File: src/rtl/if_pkg.sv
// Shared types and constants for the instruction-fetch stage.
// Optional feature macro used by if_fetch_unit: IF_PERF_CNT_EN.
package if_pkg;

  typedef enum logic [0:0] {
    IDLE  = 1'b0,
    FETCH = 1'b1
  } fetch_state_e;

  localparam int INST_W_DEF = 32;
  localparam int INST_BYTES = INST_W_DEF / 8;

  // Pointer width for a FIFO of n entries; never narrower than one bit.
  function automatic int clog2(input int n);
    int r;
    r = 1;
    for (int i = 1; i < 31; i++) begin
      if ((1 << i) < n) r = i + 1;
    end
    return r;
  endfunction

endpackage

File: src/rtl/if_prefetch_fifo.sv
// Prefetch FIFO holding {pc, instruction} pairs: registered storage, synchronous
// flush, and push+pop in the same cycle at any occupancy including full.
module if_prefetch_fifo
  import if_pkg::*;
#(
  parameter int WIDTH = 64,
  parameter int DEPTH = 4,
  localparam int PTR_W = clog2(DEPTH),
  localparam int CNT_W = PTR_W + 1
) (
  input  logic             clk,
  input  logic             rst_n,
  input  logic             flush_i,
  input  logic             push_i,
  input  logic [WIDTH-1:0] wdata_i,
  input  logic             pop_i,
  output logic [WIDTH-1:0] rdata_o,
  output logic [CNT_W-1:0] count_o,
  output logic             full_o,
  output logic             empty_o
);

  localparam logic [CNT_W-1:0] FULL_CNT = DEPTH[CNT_W-1:0];
  localparam logic [PTR_W-1:0] PTR_ONE  = PTR_W'(1);

  logic [WIDTH-1:0] mem_q [DEPTH];
  logic [WIDTH-1:0] mem_d [DEPTH];
  logic [PTR_W-1:0] wr_ptr_q, wr_ptr_d;
  logic [PTR_W-1:0] rd_ptr_q, rd_ptr_d;
  logic [CNT_W-1:0] count_q, count_d;
  logic             push_ok;
  logic             pop_ok;

  assign empty_o = (count_q == '0);
  assign full_o  = (count_q == FULL_CNT);
  assign count_o = count_q;
  assign rdata_o = mem_q[rd_ptr_q];

  // A pop frees the slot this cycle, so a push into a full FIFO is fine then.
  assign pop_ok  = pop_i && !empty_o;
  assign push_ok = push_i && (!full_o || pop_ok);

  always_comb begin
    mem_d    = mem_q;
    wr_ptr_d = wr_ptr_q;
    rd_ptr_d = rd_ptr_q;
    count_d  = count_q;
    if (flush_i) begin
      wr_ptr_d = '0;
      rd_ptr_d = '0;
      count_d  = '0;
    end else begin
      if (push_ok) begin
        mem_d[wr_ptr_q] = wdata_i;
        wr_ptr_d        = wr_ptr_q + PTR_ONE;
      end
      if (pop_ok) rd_ptr_d = rd_ptr_q + PTR_ONE;
      count_d = count_q + CNT_W'(push_ok) - CNT_W'(pop_ok);
    end
  end

  always_ff @(posedge clk or negedge rst_n) begin
    if (!rst_n) begin
      for (int i = 0; i < DEPTH; i++) mem_q[i] <= '0;
      wr_ptr_q <= '0;
      rd_ptr_q <= '0;
      count_q  <= '0;
    end else begin
      for (int i = 0; i < DEPTH; i++) mem_q[i] <= mem_d[i];
      wr_ptr_q <= wr_ptr_d;
      rd_ptr_q <= rd_ptr_d;
      count_q  <= count_d;
    end
  end

endmodule

File: src/rtl/if_fetch_unit.sv
// Instruction-fetch stage: pipelined req/gnt + rvalid fetch into a prefetch FIFO,
// valid/ready to decode, redirects with in-flight discard. Macro: IF_PERF_CNT_EN.
//
// Handshakes: memory request is accepted when imem_req_o & imem_gnt_i in a cycle;
// each accepted request returns exactly one imem_rvalid_i pulse, in order; decode
// takes an instruction when inst_valid_o & inst_ready_i in a cycle.
module if_fetch_unit
  import if_pkg::*;
#(
  parameter int                ADDR_W     = 32,
  parameter int                INST_W     = 32,
  parameter logic [ADDR_W-1:0] RESET_PC   = '0,
  parameter int                FIFO_DEPTH = 4
) (
  input  logic              clk,
  input  logic              rst_n,
  input  logic              redirect_i,
  input  logic [ADDR_W-1:0] redirect_pc_i,
  output logic              imem_req_o,
  output logic [ADDR_W-1:0] imem_addr_o,
  input  logic              imem_gnt_i,
  input  logic              imem_rvalid_i,
  input  logic [INST_W-1:0] imem_rdata_i,
  output logic              inst_valid_o,
  input  logic              inst_ready_i,
  output logic [INST_W-1:0] inst_o,
  output logic [ADDR_W-1:0] inst_pc_o
`ifdef IF_PERF_CNT_EN
  ,
  output logic [31:0]       perf_fetch_o,
  output logic [31:0]       perf_stall_o
`endif
);

  localparam int PTR_W  = clog2(FIFO_DEPTH);
  localparam int CNT_W  = PTR_W + 1;
  localparam int SUM_W  = PTR_W + 2;
  localparam int FIFO_W = ADDR_W + INST_W;
  localparam int STEP   = (INST_W == INST_W_DEF) ? INST_BYTES : INST_W / 8;

  localparam logic [ADDR_W-1:0] PC_STEP      = ADDR_W'(STEP);
  localparam logic [SUM_W-1:0]  CREDIT_LIMIT = SUM_W'(FIFO_DEPTH);
  localparam logic [CNT_W-1:0]  CNT_ONE      = CNT_W'(1);

  fetch_state_e      state_q, state_d;
  logic [ADDR_W-1:0] fetch_pc_q, fetch_pc_d;
  logic [ADDR_W-1:0] resp_pc_q, resp_pc_d;
  logic [CNT_W-1:0]  outstanding_q, outstanding_d;
  logic [CNT_W-1:0]  discard_q, discard_d;

  logic [ADDR_W-1:0] redirect_pc_aligned;
  logic [SUM_W-1:0]  credit_used;
  logic              req;
  logic              req_accept;
  logic              resp_keep;
  logic              fifo_push;
  logic              fifo_pop;
  logic              fifo_full;
  logic              fifo_empty;
  logic [CNT_W-1:0]  fifo_count;
  logic [FIFO_W-1:0] fifo_wdata;
  logic [FIFO_W-1:0] fifo_rdata;

  assign redirect_pc_aligned = {redirect_pc_i[ADDR_W-1:2], 2'b00};

  // Every request in flight owns a FIFO slot, so responses can never overflow it.
  assign credit_used = SUM_W'(outstanding_q) + SUM_W'(fifo_count);
  assign req = (state_q == FETCH) && !redirect_i && !fifo_full &&
               (credit_used < CREDIT_LIMIT);
  assign req_accept = req && imem_gnt_i;

  assign resp_keep  = imem_rvalid_i && (discard_q == '0);
  assign fifo_push  = resp_keep && !redirect_i;
  assign fifo_wdata = {resp_pc_q, imem_rdata_i};

  always_comb begin
    state_d       = (state_q == IDLE) ? FETCH : state_q;
    fetch_pc_d    = req_accept ? (fetch_pc_q + PC_STEP) : fetch_pc_q;
    outstanding_d = outstanding_q + CNT_W'(req_accept) - CNT_W'(imem_rvalid_i);
    discard_d     = discard_q;
    resp_pc_d     = resp_pc_q;
    if (imem_rvalid_i && (discard_q != '0)) discard_d = discard_q - CNT_W'(1);
    if (resp_keep) resp_pc_d = resp_pc_q + PC_STEP;
    // Whatever is still in flight after this cycle belongs to the old stream.
    if (redirect_i) begin
      fetch_pc_d = redirect_pc_aligned;
      resp_pc_d  = redirect_pc_aligned;
      discard_d  = outstanding_d;
    end
  end

  always_ff @(posedge clk or negedge rst_n) begin
    if (!rst_n) begin
      state_q       <= IDLE;
      fetch_pc_q    <= RESET_PC;
      resp_pc_q     <= RESET_PC;
      outstanding_q <= '0;
      discard_q     <= '0;
    end else begin
      state_q       <= state_d;
      fetch_pc_q    <= fetch_pc_d;
      resp_pc_q     <= resp_pc_d;
      outstanding_q <= outstanding_d;
      discard_q     <= discard_d;
    end
  end

  if_prefetch_fifo #(
    .WIDTH (FIFO_W),
    .DEPTH (FIFO_DEPTH)
  ) u_fifo (
    .clk     (clk),
    .rst_n   (rst_n),
    .flush_i (redirect_i),
    .push_i  (fifo_push),
    .wdata_i (fifo_wdata),
    .pop_i   (fifo_pop),
    .rdata_o (fifo_rdata),
    .count_o (fifo_count),
    .full_o  (fifo_full),
    .empty_o (fifo_empty)
  );

  assign imem_req_o   = req;
  assign imem_addr_o  = fetch_pc_q;
  assign inst_valid_o = !fifo_empty && !redirect_i;
  assign fifo_pop     = inst_valid_o && inst_ready_i;
  assign inst_pc_o    = fifo_rdata[FIFO_W-1:INST_W];
  assign inst_o       = fifo_rdata[INST_W-1:0];

`ifdef IF_PERF_CNT_EN
  logic [31:0] perf_fetch_q, perf_fetch_d;
  logic [31:0] perf_stall_q, perf_stall_d;

  // Both counters hold their value in redirect cycles.
  always_comb begin
    perf_fetch_d = perf_fetch_q;
    perf_stall_d = perf_stall_q;
    if (!redirect_i) begin
      if (fifo_pop) perf_fetch_d = perf_fetch_q + 32'd1;
      if ((state_q == FETCH) && fifo_empty) perf_stall_d = perf_stall_q + 32'd1;
    end
  end

  always_ff @(posedge clk or negedge rst_n) begin
    if (!rst_n) begin
      perf_fetch_q <= '0;
      perf_stall_q <= '0;
    end else begin
      perf_fetch_q <= perf_fetch_d;
      perf_stall_q <= perf_stall_d;
    end
  end

  assign perf_fetch_o = perf_fetch_q;
  assign perf_stall_o = perf_stall_q;
`else
  // Without the counters the stage has no extra state or ports.
`endif

endmodule
File: config.mk
export PLATFORM = sky130hd
export DESIGN_NAME = if_fetch_unit
export DESIGN_NICKNAME = d
export VERILOG_FILES = /design/src/rtl/if_pkg.sv /design/src/rtl/if_prefetch_fifo.sv /design/src/rtl/if_fetch_unit.sv
export SDC_FILE = /design/constraint.sdc
export NUM_CORES = 1
export LEC_CHECK = 0
export ABC_AREA = 1
export CAP_MARGIN = 0
export CORE_ASPECT_RATIO = 0.8
export CORE_UTILIZATION = 63
export CTS_BUF_LIST = sky130_fd_sc_hd__clkbuf_8
export CTS_CLUSTER_DIAMETER = 80
export DETAILED_ROUTE_END_ITERATION = 6
export GPL_TIMING_DRIVEN = 0
export MAX_ROUTING_LAYER = met4
export PLACE_DENSITY = 0.95
export SYNTH_ARGS = -nofsm -noshare
export SYNTH_HDL_FRONTEND = slang
export SYNTH_SLANG_ARGS = --single-unit
File: constraint.sdc
create_clock -name clk -period 3.67 [get_ports clk]
set_input_delay 0.367 -clock clk [delete_from_list [all_inputs] [get_ports clk]]
set_output_delay 0.367 -clock clk [all_outputs]
set_load 0.02 [all_outputs]
==> run_results.csv <==
group,metric,value,unit
outcome,status,"finished, final reports clean",
setup_path,criticalPathCategory,"flop to primary output",
logic_synthesis,syn_avg_cell_area,8.203,sq um
grt,grt_pass1_vias,14930,
drt,ant_nets,0,
drt,wl_per_cell,19.44,microns
drt,drc_errors,0,
finish,area_delta_synth_final,19.42,%
setup_path,critPathLaunchType,"flop",
sta,hold_viol,0,
clock_tree,cts_setup_buffers,0,
finish,diodes,0,
clock_tree,cts_max_level,2,
hold_path,hp-class,"input port to async pin",
placed_design,portBuffers,161,
clock_tree,clock_latency,0.59,ns
sta,finalCritPeriodShare,0.9751,
grt,antenna_found_initial,0,
flow_run,maxCapViolations,0,
sta,setup_viol,0,
logic_synthesis,syn_area,15660,sq um
sta,fin_skew,0.02346,ns
floorplanning,dieWidth,178.3,microns
placed_design,gp_congestion,1.035,
clock_tree,clock-root-buffer,"clkbuf_8",
power_and_ir_drop,ir_worst_vdd,0.5225,mV
placed_design,dp_hpwl,33090,microns
drt,drtPass1Iterations,6,
clock_tree,clk_path_buf_depth,3,
drt,num_vias,15330,
floorplanning,dieArea,25500,sq um
clock_tree,path_clk_slew,0.07,ns
clock_tree,ctsHoldBuffers,1,
floorplanning,rows,51,
clock_tree,cts_buffers,49,
logic_synthesis,synth-seq-area-share,0.5145,
power_and_ir_drop,cellLeakagePower,8.824,nW
sta,finalSetupTns,0,ns
setup_path,required,3.30,ns
drt,drtIter0Drc,1909,
clock_tree,cts_tree,"done",
sta,relSlewSlack,0.4194,
sta,whs,0.3968,ns
logic_synthesis,synthArstFlopShare,1.000,
sta,clock.fmax,279.5,MHz
power_and_ir_drop,p_per_area,721.5,nW/um^2
setup_path,crit_path_max_fanout,10,
finish,nFillCells,1671,
sta,rsz0062_at_grt,"false",
logic_synthesis,ys.flop_type,"dfrtp_1",
setup_path,critPathArrivalTime,3.21,ns
sta,post-route-min-period,3.578,ns
logic_synthesis,syn_inst,1909,
finish,drive_gt1_frac,0.07090,
floorplanning,die_h,143.0,microns
sta,worstMarginPinSlew,0.8709,ns
grt,grt_overflow,0,
clock_tree,cts_sinks,322,
clock_tree,cts_resized,0,
grt,grt_pass1_wl,76380,microns
logic_synthesis,synth_edf_count,0,
floorplanning,io_pins,168,
drt,wl,48120,microns
floorplanning,initial_utilization,0.6424,
setup_path,cp-end-kind,"primary output",
logic_synthesis,ys_warn_count,0,
logic_synthesis,yosys_register_bits,322,
sta,slew_violations,0,
finish,nNetsFinal,2213,
grt,grt_usage,0.3972,
floorplanning,coreArea,24380,sq um
drt,vias_per_cell,6.190,
logic_synthesis,synth_cell_types,39,
grt,grt_max_degree,112,
-- report_power, final --
group / internal, W / switching (W) / leakage (nW) / total (W)
clock network: 0.00153 / 0.00142 / 0.544 / 0.00295
logic: 0.00224 / 0.00337 / 4.01 / 0.00561
registers: 0.00435 / 0.000584 / 4.27 / 0.00494
total: 0.00812 / 0.00538 / 8.82 / 0.0135
-- cell usage in the layout, fill, tap and decap left out, types with 3 or more instances in the layout --
master,n
o31ai_1,3
buf_6,32
o21ai_0,177
nand2_2,3
o22ai_1,63
conb_1,5
nor2_1,196
xnor2_1,7
nand2_1,448
ha_1,14
buf_1,12
xor2_1,19
clkinv_2,3
o21ai_2,8
nand2_4,6
nand3_2,4
a31oi_1,3
inv_2,5
o21bai_1,5
nand3_1,67
o21ai_1,232
clkbuf_8,63
a21oi_1,16
inv_1,161
o211ai_1,15
clkbuf_1,50
dfrtp_1,322
clkdlybuf4s50_1,160
nand4_1,9
buf_2,11
o221ai_1,5
nor3_1,8
nor2_2,5
buf_4,4
-- final timing paths --
kind,from,endpoint,slack [ns],cells after the start
setup reg to reg,u_fifo.count_o[1],discard_q[2],0.84,14
hold reg to reg,u_fifo.mem_q[98],u_fifo.mem_q[98],0.49,2
setup / recovery,u_fifo.rd_ptr_q[1],inst_pc_o[20],0.09,6
hold / removal,rst_n,u_fifo.mem_q[164],0.40,2
max in group asynchronous,rst_n,imem_addr_o[26],2.23,3
min in group clk,imem_rdata_i[7],u_fifo.mem_q[7],0.40,3
-- registers in the layout (all words and copies together), names as in the netlist --
register	flops
state_q	1
outstanding_q	3
u_fifo.rd_ptr_q	2
u_fifo.wr_ptr_q	2
u_fifo.mem_q	248
resp_pc_q	30
u_fifo.count_o	3
discard_q	3
imem_addr_o	30
-- area by class of cell --
cell class / count / area, sq um / share of cell area
plain buffers: 109 / 678.2 / 0.03626
repair buffers: 164 / 1682 / 0.08992
clock buffers: 63 / 867.1 / 0.04636
multi-input cells: 1327 / 6350 / 0.3395
flip-flops and latches: 322 / 8058 / 0.4309
clock inverters: 19 / 83.83 / 0.004483
well taps: 318 / 397.9 / 0.02128
inverters: 154 / 585.6 / 0.03131
-- cell families after synthesis --
| family | Yosys count | synth area share |
|---|---|---|
| adder cells (fa/ha/maj) | 16 | 0.01374 |
| flip-flops | 322 | 0.5145 |
| other | 2 | 0.0004796 |
| AND/OR/NAND/NOR | 752 | 0.1950 |
| XOR/XNOR | 26 | 0.01454 |
| buffers and inverters | 263 | 0.08070 |
| AO/OA/AOI/OAI | 528 | 0.1810 |
-- per-stage QoR --
step,instances,setup slack (ns),cell area (sq um),power [W],utilization
2_1_floorplan,1912,1.087,15670,0.008008,-
3_3_place_gp,2391,-11.16,17680,0.01020,0.7253
3_5_place_dp,2393,0.6103,17740,0.01041,0.7278
4_1_cts,2476,0.2272,18700,0.01336,0.7672
5_1_grt,2476,0.008400,18700,0.01415,0.7672
6_report,2476,0.09156,18700,0.01349,0.7672
-- cell usage after synthesis (all sizes together), types with 7 or more instances --
library cell | n | area (sq um)
nand2 | 457 | 1768
o21ai | 417 | 2117
dfrtp | 322 | 8058
nor2 | 203 | 789.5
inv | 153 | 581.8
nand3 | 71 | 375.4
o22ai | 63 | 394.1
buf | 59 | 490.5
clkbuf | 50 | 187.7
xor2 | 19 | 166.4
a21oi | 16 | 80.08
o211ai | 15 | 112.6
ha | 14 | 175.2
nand4 | 9 | 56.30
nor3 | 8 | 40.04
xnor2 | 7 | 61.31
-- routing by layer --
metal  track usage  vias to the layer above  wire, microns
li1              -                     6737              -
met1        0.5387                     7254          18890
met2        0.5835                     1153          21290
met3       0.09026                      183           6194
met4        0.1552                        0           1740
met5             -                        -              0
-- worst max-delay path, stage by stage, from the launching register on --
cell and delay [ns]:
dfrtp_1 0.39, clkbuf_1 0.27, inv_1 0.34, clkbuf_1 0.47, o21ai_0 0.20, o22ai_1 0.27, clkdlybuf4s50_1 0.68
Note: power is estimated with default switching activity, not from simulation.
